--- config.mk ---
export PLATFORM = sky130hd
export DESIGN_NAME = rotimm_encoder
export DESIGN_NICKNAME = d
export VERILOG_FILES = /design/src/rtl/rotimm_encoder.sv
export SDC_FILE = /design/constraint.sdc
export NUM_CORES = 1
export LEC_CHECK = 0
export ABC_AREA = 0
export CORE_MARGIN = 1.5
export CORE_UTILIZATION = 59
export DETAILED_ROUTE_END_ITERATION = 16
export GPL_TIMING_DRIVEN = 0
export PLACE_DENSITY = 0.89
export SKIP_CTS_REPAIR_TIMING = 1
export SYNTH_ARGS = -nofsm -noshare
export SYNTH_HDL_FRONTEND = slang
export SYNTH_SLANG_ARGS = --single-unit
--- constraint.sdc ---
create_clock -name clk -period 7.92 [get_ports clk]
set_input_delay 1.584 -clock clk [delete_from_list [all_inputs] [get_ports clk]]
set_output_delay 1.584 -clock clk [all_outputs]
set_load 0.005 [all_outputs]
--- src/rtl/rotimm_encoder.sv ---
// ---------------------------------------------------------------------------
// rotimm_encoder
//   Iterative search for the ARM data-processing immediate encoding of a
//   32-bit constant: finds the smallest rot such that
//   value == ROR(imm8, 2*rot). ROT_PER_CYCLE rotations are tested per clock.
//
// Ports:
//   clk       in   1   system clock, rising edge
//   reset     in   1   synchronous, active-high reset
//   start     in   1   request pulse, accepted in IDLE or DONE
//   value     in  32   constant to encode, captured on the accepted start
//   busy      out  1   search in progress
//   done      out  1   single-cycle pulse, result valid
//   found     out  1   constant is encodable (held until next result)
//   imm8      out  8   encoded immediate
//   rot       out  4   encoded rotation field (rotation = 2*rot)
//   encoding  out 12   {rot, imm8}
// ---------------------------------------------------------------------------
module rotimm_encoder #(
    parameter int ROT_PER_CYCLE = 1
) (
    input  logic        clk,
    input  logic        reset,
    input  logic        start,
    input  logic [31:0] value,
    output logic        busy,
    output logic        done,
    output logic        found,
    output logic [7:0]  imm8,
    output logic [3:0]  rot,
    output logic [11:0] encoding
);

    generate
        if (!(ROT_PER_CYCLE == 1 || ROT_PER_CYCLE == 2 || ROT_PER_CYCLE == 4 ||
              ROT_PER_CYCLE == 8 || ROT_PER_CYCLE == 16)) begin : g_bad_param
            $error("rotimm_encoder: ROT_PER_CYCLE must be 1, 2, 4, 8 or 16");
        end
    endgenerate

    typedef enum logic [1:0] {
        S_IDLE   = 2'd0,
        S_SEARCH = 2'd1,
        S_DONE   = 2'd2
    } state_t;

    // Batch step and the start index of the batch that contains rotation 15.
    localparam logic [3:0] K_STEP = 4'(ROT_PER_CYCLE);
    localparam logic [3:0] K_LAST = 4'(16 - ROT_PER_CYCLE);

    state_t      state_q, state_d;
    logic [31:0] value_q, value_d;
    logic [3:0]  k_q, k_d;
    logic        busy_q, busy_d;
    logic        done_q, done_d;
    logic        found_q, found_d;
    logic [7:0]  imm8_q, imm8_d;
    logic [3:0]  rot_q, rot_d;

    logic        hit_s;
    logic [3:0]  hit_rot_s;
    logic [7:0]  hit_imm_s;
    logic [3:0]  cand_j_s;
    logic [31:0] rolled_s;

    // Rotate left modulo 32; a shift of 0 makes the right part shift by 32 -> 0.
    function automatic logic [31:0] rol32(input logic [31:0] x, input logic [4:0] sh);
        rol32 = (x << sh) | (x >> (6'd32 - {1'b0, sh}));
    endfunction

    // Test the current batch; iterating high-to-low leaves the lowest match.
    always_comb begin
        hit_s     = 1'b0;
        hit_rot_s = 4'd0;
        hit_imm_s = 8'd0;
        cand_j_s  = 4'd0;
        rolled_s  = 32'd0;
        for (int i = ROT_PER_CYCLE - 1; i >= 0; i--) begin
            cand_j_s = k_q + 4'(i);
            rolled_s = rol32(value_q, {cand_j_s, 1'b0});
            if (rolled_s[31:8] == 24'd0) begin
                hit_s     = 1'b1;
                hit_rot_s = cand_j_s;
                hit_imm_s = rolled_s[7:0];
            end else begin
                hit_s     = hit_s;
            end
        end
    end

    // Next-state and next-output logic for IDLE -> SEARCH -> DONE.
    always_comb begin
        state_d = state_q;
        value_d = value_q;
        k_d     = k_q;
        busy_d  = 1'b0;
        done_d  = 1'b0;
        found_d = found_q;
        imm8_d  = imm8_q;
        rot_d   = rot_q;
        case (state_q)
            S_IDLE, S_DONE: begin
                if (start) begin
                    state_d = S_SEARCH;
                    value_d = value;
                    k_d     = 4'd0;
                    busy_d  = 1'b1;
                end else begin
                    state_d = S_IDLE;
                end
            end
            S_SEARCH: begin
                if (hit_s) begin
                    state_d = S_DONE;
                    done_d  = 1'b1;
                    found_d = 1'b1;
                    rot_d   = hit_rot_s;
                    imm8_d  = hit_imm_s;
                end else if (k_q == K_LAST) begin
                    state_d = S_DONE;
                    done_d  = 1'b1;
                    found_d = 1'b0;
                    rot_d   = 4'd0;
                    imm8_d  = 8'd0;
                end else begin
                    k_d     = k_q + K_STEP;
                    busy_d  = 1'b1;
                end
            end
            default: begin
                state_d = S_IDLE;
            end
        endcase
    end

    // State and output registers with synchronous reset.
    always_ff @(posedge clk) begin
        if (reset) begin
            state_q <= S_IDLE;
            value_q <= 32'd0;
            k_q     <= 4'd0;
            busy_q  <= 1'b0;
            done_q  <= 1'b0;
            found_q <= 1'b0;
            imm8_q  <= 8'd0;
            rot_q   <= 4'd0;
        end else begin
            state_q <= state_d;
            value_q <= value_d;
            k_q     <= k_d;
            busy_q  <= busy_d;
            done_q  <= done_d;
            found_q <= found_d;
            imm8_q  <= imm8_d;
            rot_q   <= rot_d;
        end
    end

    assign busy     = busy_q;
    assign done     = done_q;
    assign found    = found_q;
    assign imm8     = imm8_q;
    assign rot      = rot_q;
    assign encoding = {rot_q, imm8_q};

endmodule

==> impl_metrics.tcl, run 1 <==
set metrics [dict create \
    die-area_um2 7450 \
    gp_congestion 0.946 \
    finalHoldViolCount 0 \
    hold_start "imm8[3]" \
    fin_crit_sh_pct 52.9 \
    antenna_found_initial 0 \
    io_pins 62 \
    hpwl_um 9600 \
    tns_ns 0 \
    clock.fmax_mhz 238 \
    grt_usage_pct 35.8 \
    rsz0062_at_grt "false" \
    skew_ns 0.00635 \
    r2r_start "k_q[0]" \
    ys_ff_latch 53 \
    ys_seq_area_share_pct 25.9 \
    slew_viol_final 0 \
    crit_arrival_ns 4.45 \
    routed_wl_um 12700 \
    wl_per_cell_um 19.7 \
    ys.flop_type "dfxtp_1" \
    dr.pass1.iters 5 \
    syn-num-nets 534 \
    place_inst 637 \
    finalSetupViolations 0 \
    syn_area_per_cell_um2 8.24 \
    maxSlewHeadroom_pct 32.1 \
    io_buffers 60 \
    postRouteAntennaNets 0 \
    min_to "imm8[3]" \
    synthCells 497 \
    cap_viol_max_count 0 \
    start_kind "flip-flop" \
    r2r_end "imm8[7]" \
    synth_area_leaders "dfxtp_1 (26%), mux4_2 (12%), nand2_1 (8.3%), a21oi_1 (5.7%), mux2i_1 (4.6%)" \
    ys_warn_count 0 \
    netlist_area_um2 4090 \
    cts_max_path_buffers 2 \
    cts_made_buffers 5 \
    vias 4332 \
    cts.sinks 53 \
    antenna_cells 0 \
    leakage_nw 1.70 \
    status "finished, final reports clean" \
    clock_latency_ns 0.32 \
    core_um2 6760 \
    power_density_nw_per_um2 159 \
    cts_root_buf "clkbuf_8" \
    cts-htree-levels 2 \
    required_ns 8.17 \
    crit_type "reg -> reg" \
    synth_top_area_share_pct 25.9 \
    worstMarginPinSlew_ns 1.01 \
    drc 0 \
    start_util_pct 60.6 \
    hold_path_class "reg -> reg" \
    end_kind "flip-flop" \
    area_growth_syn_to_layout_pct 20.4 \
    grt_pass1_vias 4073 \
    cts_tree "done" \
    worstPathMaxFanout 10 \
    period_minus_slack_ns 4.19 \
    drive_gt1_share_pct 12.9 \
    stdcell_count 645 \
    grt_max_degree 17 \
    die_w_um 86.3 \
    ff2ff_path_depth 13 \
    grt_overflow 0 \
    viasPerCell 6.72 \
    clk_pin_slew_ns 0.10 \
    drt_iter0_markers 364 \
    fp.dieH_um 86.3 \
    whs_path_depth 2 \
    reg2reg_slack_ns 3.73 \
    nNetsFinal 601 \
    async_flop_share_pct 0 \
    synth-edff-count 0 \
    yosys.area.top_type "dfxtp_1" \
    grt_pass1_wl_um 20700 \
    vdd_drop_max_mv 0.101 \
    row_count 30 \
    ys_types 65 \
]
critical path, cell delays in order, from the launching register on:
cell	delay, ns
dfxtp_1	0.37
buf_6	0.16
buf_6	0.16
clkinv_1	0.32
ha_1	0.41
buf_2	0.15
buf_2	0.28
buf_2	0.31
buf_1	0.59
a211oi_1	0.17
o311ai_0	0.59
a32oi_1	0.23
nor4_1	0.23
o21bai_1	0.14
power breakdown:
group | switching, mW | total [mW] | internal, mW
clock network | 0.0940 | 0.220 | 0.126
registers | 0.0167 | 0.295 | 0.279
logic | 0.152 | 0.267 | 0.115
total | 0.263 | 0.782 | 0.519
cells in the mapped netlist, types with 11 or more instances:
| library cell | instances |
|---|---|
| a21oi_1 | 47 |
| mux4_2 | 21 |
| mux2i_1 | 19 |
| nand2_1 | 90 |
| nor3_1 | 16 |
| nor2_1 | 28 |
| nand3_1 | 11 |
| buf_4 | 15 |
| clkbuf_1 | 28 |
| o21ai_0 | 15 |
| dfxtp_1 | 53 |
how the worst max path moves through the flow:
| stage | startpoint | to | cells after the start |
|---|---|---|---|
| after floorplan | k_q[0] | k_q[0] | 14 |
| after global placement | k_q[0] | rot[2] | 14 |
| after detailed placement | k_q[0] | imm8[3] | 14 |
| after CTS | k_q[0] | imm8[3] | 14 |
| after global routing | k_q[0] | imm8[7] | 13 |
| final | k_q[0] | imm8[7] | 13 |
state kept, by name, indices dropped and copies added, names as in the netlist:
register and cells:
state_q 2, k_q 4, value_q 32, imm8 8, rot 4, found 1, busy 1, done 1
kinds of logic (layout without fill, tap and decap cells):
logic type | Yosys count | in the layout | synth area share [%]
compound gates | 128 | 128 | 21.0
flops | 53 | 53 | 25.9
simple gates | 198 | 198 | 23.5
xor+xnor | 2 | 2 | 0.428
fa+ha+maj | 2 | 2 | 0.611
buf+inv | 69 | 137 | 9.14
mux | 45 | 45 | 19.4
final cells by class:
| type | count | area (µm²) |
|---|---|---|
| buffer | 65 | 359 |
| clock buffer | 5 | 68.8 |
| clock inverter | 3 | 65.1 |
| fill | 537 | 1830 |
| inverter | 4 | 15.0 |
| multi-input combinational | 375 | 2660 |
| sequential | 53 | 1060 |
| tap | 80 | 100 |
| timing repair buffer | 60 | 601 |
layout by cell type, fill, tap and decap left out, types with 5 or more instances in the layout:
master            n
nor3b_1           5
nor2_1           28
o21bai_1          6
mux2i_1          19
a211oi_1         10
mux4_2           21
nor2b_1          10
a21oi_1          47
buf_4            15
a22oi_1           5
dfxtp_1          53
nand3_1          11
nor4_1           10
nand2_1          90
nor3_1           16
clkbuf_1         28
clkdlybuf4s50_1  60
o21ai_0          15
nand2b_1          7
buf_1             7
mux4_1            5
o22ai_1           5
buf_2             9
clkbuf_8          5
routing by layer:
metal  global-route usage [%]  share of wire, %
met5                        0                 0
met2                     59.7                48
met4                     18.0               4.5
met3                     6.38               8.3
met1                     44.6                39
stage by stage:
step                utilization, %  hold slack (ns)  power, mW  instance area (µm²)  setup slack (ns)
floorplan                        -            0.461      0.482                 4090              4.73
global placement              71.0            0.454      0.552                 4790              4.11
detailed placement            71.0            0.470      0.559                 4790              4.02
CTS                           72.9            0.484      0.776                 4930              3.99
global route                  72.9            0.509      0.814                 4930              3.69
finish                        72.9            0.478      0.782                 4930              3.73
Power figures use the tool's default switching activity.
==> run 2: changes to the inputs <==
--- a/config.mk
+++ b/config.mk
@@ -7,10 +7,10 @@
 export LEC_CHECK = 0
 export ABC_AREA = 0
 export CORE_MARGIN = 1.5
-export CORE_UTILIZATION = 59
+export CORE_UTILIZATION = 50
 export DETAILED_ROUTE_END_ITERATION = 16
 export GPL_TIMING_DRIVEN = 0
-export PLACE_DENSITY = 0.89
+export PLACE_DENSITY = 0.81
 export SKIP_CTS_REPAIR_TIMING = 1
 export SYNTH_ARGS = -nofsm -noshare
 export SYNTH_HDL_FRONTEND = slang
==> constraint.sdc (replaced) <==
create_clock -name clk -period 3.7 [get_ports clk]
set_input_delay 0.74 -clock clk [delete_from_list [all_inputs] [get_ports clk]]
set_output_delay 0.74 -clock clk [all_outputs]
set_load 0.005 [all_outputs]
==> impl_metrics.tcl, run 2 (synthesis results as in run 1) <==
set metrics [dict create \
    leakage_nw 1.70 \
    fp.dieH_um 93.5 \
    fin_crit_sh_pct 95.7 \
    crit_chain "buf_4, inv_1, ha_1, buf_2, buf_8, mux2i_4, mux2i_1, nor4_2, o31ai_1, nor4_2, o211ai_4, and4_1, a311o_1" \
    drc 0 \
    hold_path_class "reg -> reg" \
    r2r_start "k_q[1]" \
    grt_usage_pct 32.0 \
    cts-htree-levels 2 \
    row_count 32 \
    grt_pass1_vias 4114 \
    dp_slack_ns -0.290 \
    fin_ws_ns 0.160 \
    nNetsFinal 605 \
    wl_per_cell_um 19.7 \
    grt_pass1_wl_um 21600 \
    r2r_end "k_q[0]" \
    finalSetupViolations 0 \
    grt_max_degree 18 \
    clock_latency_ns 0.31 \
    use_met3_pct 4.72 \
    top_usage_layer "met2" \
    internal_power_mw 0.988 \
    status "finished, final reports clean" \
    use_met1_pct 41.1 \
    viasPerCell 6.35 \
    die_w_um 93.5 \
    start_util_pct 52.4 \
    final.fill_count 677 \
    largest_register_ffs 32 \
    use_met2_pct 52.8 \
    crit_arrival_ns 3.75 \
    grt_overflow 0 \
    drt_iter0_markers 282 \
    io_pins 62 \
    switching_share_pct 36.8 \
    antenna_found_initial 1 \
    cts_max_path_buffers 2 \
    pwr-share-comb_pct 37.7 \
    final_common_cell "nand2_1" \
    finalHoldViolCount 0 \
    cts_made_buffers 5 \
    p_sw_mw 0.574 \
    io_buffers 60 \
    cts.sinks 53 \
    slew_viol_final 0 \
    hpwl_um 10100 \
    crit_slowest_cell "dfxtp_4" \
    core_um2 7810 \
    antenna_cells 0 \
    vdd_drop_max_mv 0.170 \
    required_ns 3.91 \
    end_kind "flip-flop" \
    reg2reg_slack_ns 0.16 \
    crit_start "k_q[1]" \
    drive_gt1_share_pct 15.5 \
    dr.pass1.iters 5 \
    crit_top_cell "nor4_2" \
    maxSlewHeadroom_pct 46.7 \
    cap_viol_max_count 0 \
    tns_ns 0 \
    final_cell_mix "nand2_1 (90), clkdlybuf4s50_1 (60), dfxtp_1 (51), a21oi_1 (47), nor2_1 (28)" \
    clock.fmax_mhz 282 \
    skew_ns 0.00585 \
    routed_wl_um 13200 \
    power_frac_seq_pct 40.5 \
    max_stage_delay_ns 0.43 \
    period_minus_slack_ns 3.54 \
    crit_type "reg -> reg" \
    start_kind "flip-flop" \
    postRouteAntennaNets 0 \
    clk_pin_slew_ns 0.10 \
    largest-register "value_q" \
    cts_root_buf "clkbuf_8" \
    ff2ff_path_depth 13 \
    gp_congestion 0.967 \
    worstPathMaxFanout 10 \
    area_growth_syn_to_layout_pct 22.7 \
    worstMarginPinSlew_ns 0.800 \
    cp-endpoint "k_q[0]" \
    clkPwrFrac_pct 21.7 \
    cts_tree "done" \
    power_density_nw_per_um2 311 \
    vias 4262 \
    die-area_um2 8740 \
]
==> run 2: layout make-up <==
type,count,area (µm²),share of cell area [%]
plain buffers,65,388,7.72
clock buffers,5,68.8,1.37
clock inverters,3,22.5,0.448
inverters,4,18.8,0.374
multi-input cells,375,2700,53.8
flip-flops and latches,53,1070,21.2
well taps,102,128,2.54
repair buffers,64,631,12.6
==> run 2: how the worst min path moves through the flow <==
stage,from,endpoint,cells past startpoint
2_1_floorplan,imm8[7],imm8[7],2
3_3_place_gp,imm8[7],imm8[7],2
3_5_place_dp,imm8[6],imm8[6],2
4_1_cts,imm8[6],imm8[6],2
5_1_grt,rot[1],rot[1],2
6_report,imm8[7],imm8[7],2
==> run 2: metal layers <==
metal	routed length [µm]	part of all wire (%)	up-vias
met1	5430	41	2037
met4	454	3.4	2
met2	6430	49	218
met5	12	0.091	-
li1	-	-	1966
met3	908	6.9	39
==> run 2: worst max-delay path: cells and delay by family, from the launching register on <==
kind | cells | cell delay, ns
AO/OA/AOI/OAI | 3 | 0.65
adder cells (fa/ha/maj) | 1 | 0.31
buffers and inverters | 4 | 0.71
flip-flops | 1 | 0.43
multiplexers | 2 | 0.40
AND/OR/NAND/NOR | 3 | 0.93
==> run 2: power by group through the flow <==
stage	registers (mW)	clock network (mW)	logic, mW
after floorplan	0.631	0	0.401
after global placement	0.644	0	0.549
after detailed placement	0.645	0	0.556
after CTS	0.632	0.352	0.558
after global routing	0.637	0.371	0.636
final	0.633	0.340	0.590
==> run 2: metrics by stage <==
stage	cell area (µm²)	std cells	hold slack, ns	power, mW	util [%]
3_3_place_gp	4820	659	0.456	1.19	61.8
5_1_grt	5020	671	0.506	1.64	64.3
3_5_place_dp	4820	659	0.471	1.20	61.8
6_report	5020	671	0.480	1.56	64.3
2_1_floorplan	4090	497	0.461	1.03	-
4_1_cts	4910	667	0.485	1.54	62.9
==> run 3: changes to the inputs <==
--- a/config.mk
+++ b/config.mk
@@ -7,10 +7,10 @@
 export LEC_CHECK = 0
 export ABC_AREA = 0
 export CORE_MARGIN = 1.5
-export CORE_UTILIZATION = 50
+export CORE_UTILIZATION = 35
 export DETAILED_ROUTE_END_ITERATION = 16
 export GPL_TIMING_DRIVEN = 0
-export PLACE_DENSITY = 0.81
+export PLACE_DENSITY = 0.61
 export SKIP_CTS_REPAIR_TIMING = 1
 export SYNTH_ARGS = -nofsm -noshare
 export SYNTH_HDL_FRONTEND = slang
==> constraint.sdc (replaced) <==
create_clock -name clk -period 3.7 [get_ports clk]
set_input_delay 0.74 -clock clk [delete_from_list [all_inputs] [get_ports clk]]
set_output_delay 0.74 -clock clk [all_outputs]
set_load 0.1 [all_outputs]
==> impl_metrics.tcl, run 3 (synthesis results as in run 1) <==
set metrics [dict create \
    antenna_found_initial 0 \
    vdd_drop_max_mv 0.231 \
    hold_path_class "reg -> reg" \
    cts_root_buf "clkbuf_16" \
    stdcell_count 715 \
    max_stage_delay_ns 0.58 \
    p_sw_mw 0.615 \
    final_common_cell "nand2_1" \
    crit_start "k_q[1]" \
    drc 0 \
    cts_made_buffers 5 \
    clkPwrFrac_pct 28.0 \
    period_minus_slack_ns 3.57 \
    row_count 39 \
    crit_top_cell "clkbuf_4" \
    cts.sinks 53 \
    die_w_um 111 \
    crit_chain "clkbuf_4, inv_1, ha_1, clkbuf_4, mux4_2, nor3_4, a221oi_1, nor4_2, o211ai_4, and4_1, a311o_1" \
    crit_type "reg -> reg" \
    io_pins 62 \
    crit_slowest_cell "mux4_2" \
    power_density_nw_per_um2 336 \
    fin_crit_sh_pct 96.5 \
    viasPerCell 5.94 \
    ff2ff_path_depth 11 \
    drive_gt1_share_pct 15.6 \
    grt_pass1_vias 4036 \
    power_frac_seq_pct 36.5 \
    end_kind "flip-flop" \
    vias 4248 \
    path_depth 11 \
    maxSlewHeadroom_pct 34.9 \
    grt_pass1_wl_um 21400 \
    fin_ws_ns 0.128 \
    largest-register "value_q" \
    cap_viol_max_count 0 \
    gp_congestion 0.987 \
    postRouteAntennaNets 0 \
    grt_max_degree 19 \
    use_met3_pct 3.66 \
    dp_slack_ns -0.278 \
    die-area_um2 12400 \
    hpwl_um 9910 \
    nNetsFinal 608 \
    crit_arrival_ns 3.76 \
    cpLargestDelayFamily "simple AND/OR/NAND/NOR gates" \
    final.fill_count 1201 \
    clk_pin_slew_ns 0.07 \
    finalSetupViolations 0 \
    top_usage_layer "met2" \
    use_met1_pct 26.8 \
    cts_tree "done" \
    dr.pass1.iters 6 \
    post-route-util_pct 45.1 \
    largest_register_ffs 32 \
    skew_ns 0.00544 \
    drt_iter0_markers 371 \
    grt_usage_pct 21.5 \
    grt_overflow 0 \
    worstPathMaxFanout 10 \
    finalHoldViolCount 0 \
    hold_start "imm8[7]" \
    total_power_mw 1.73 \
    switching_share_pct 35.5 \
    cts_max_path_buffers 2 \
    io_buffers 60 \
    place_inst 700 \
    clock.fmax_mhz 280 \
    start_util_pct 35.9 \
    multi_input_area_um2 2710 \
    required_ns 3.89 \
    use_met2_pct 37.4 \
    pwr-share-comb_pct 35.5 \
    wl_per_cell_um 18.5 \
    whs_path_depth 2 \
    leakage_nw 1.74 \
    tns_ns 0 \
    start_kind "flip-flop" \
    clock_latency_ns 0.30 \
    cts-htree-levels 2 \
    area_growth_syn_to_layout_pct 25.9 \
    reg2reg_slack_ns 0.13 \
    final_cell_mix "nand2_1 (90), clkdlybuf4s50_1 (60), dfxtp_1 (52), a21oi_1 (47), nor2_1 (28)" \
    internal_power_mw 1.12 \
    r2r_end "k_q[0]" \
    routed_wl_um 13200 \
    core_um2 11400 \
    worstMarginPinSlew_ns 0.973 \
    antenna_cells 0 \
    status "finished, final reports clean" \
    critical_path_buf_inv_count 3 \
    fp.dieH_um 111 \
    r2r_start "k_q[1]" \
    register_area_um2 1060 \
    slew_viol_final 0 \
    min_to "imm8[7]" \
]
## run 3: final cells by class
class                           instances  share of cell area (%)
Sequential cell                        53                    20.7
Timing Repair Buffer                   67                    12.7
Buffer                                 65                    7.40
Clock inverter                          3                   0.486
Tap cell                              143                    3.47
Inverter                                4                   0.364
Multi-Input combinational cell        375                    52.5
Clock buffer                            5                    2.43
## run 3: worst max-delay path by stage
| stage | slack, ns | to |
|---|---|---|
| floorplan | 0.51 | k_q[0] |
| global placement | -0.33 | imm8[7] |
| detailed placement | -0.28 | imm8[7] |
| CTS | -0.34 | imm8[7] |
| global route | -0.004 | imm8[7] |
| finish | 0.13 | k_q[0] |
## run 3: worst register-to-register path, delay by kind of cell, from the launching register on
family / cells / cell delay, ns
simple gates: 3 / 0.85
compound gates: 3 / 0.66
mux: 1 / 0.58
fa+ha+maj: 1 / 0.32
flops: 1 / 0.44
buf+inv: 3 / 0.61
## run 3: power by group through the flow
stage	Clock [mW]	Combinational [mW]	Sequential, mW
after detailed placement	0	0.573	0.645
after CTS	0.503	0.574	0.631
after floorplan	0	0.404	0.643
after global placement	0	0.568	0.643
after global routing	0.520	0.662	0.637
final	0.485	0.615	0.631
## run 3: metal layers
metal	part of all wire, %	wire [µm]
met2	49	6470
met5	0	0
met1	41	5440
met4	2.9	377
met3	6.9	916
## run 3: metrics by stage
stage	cell area [µm²]	hold WS (ns)
floorplan	4090	0.474
global placement	4870	0.462
detailed placement	4870	0.472
CTS	5020	0.482
global route	5150	0.499
finish	5150	0.478
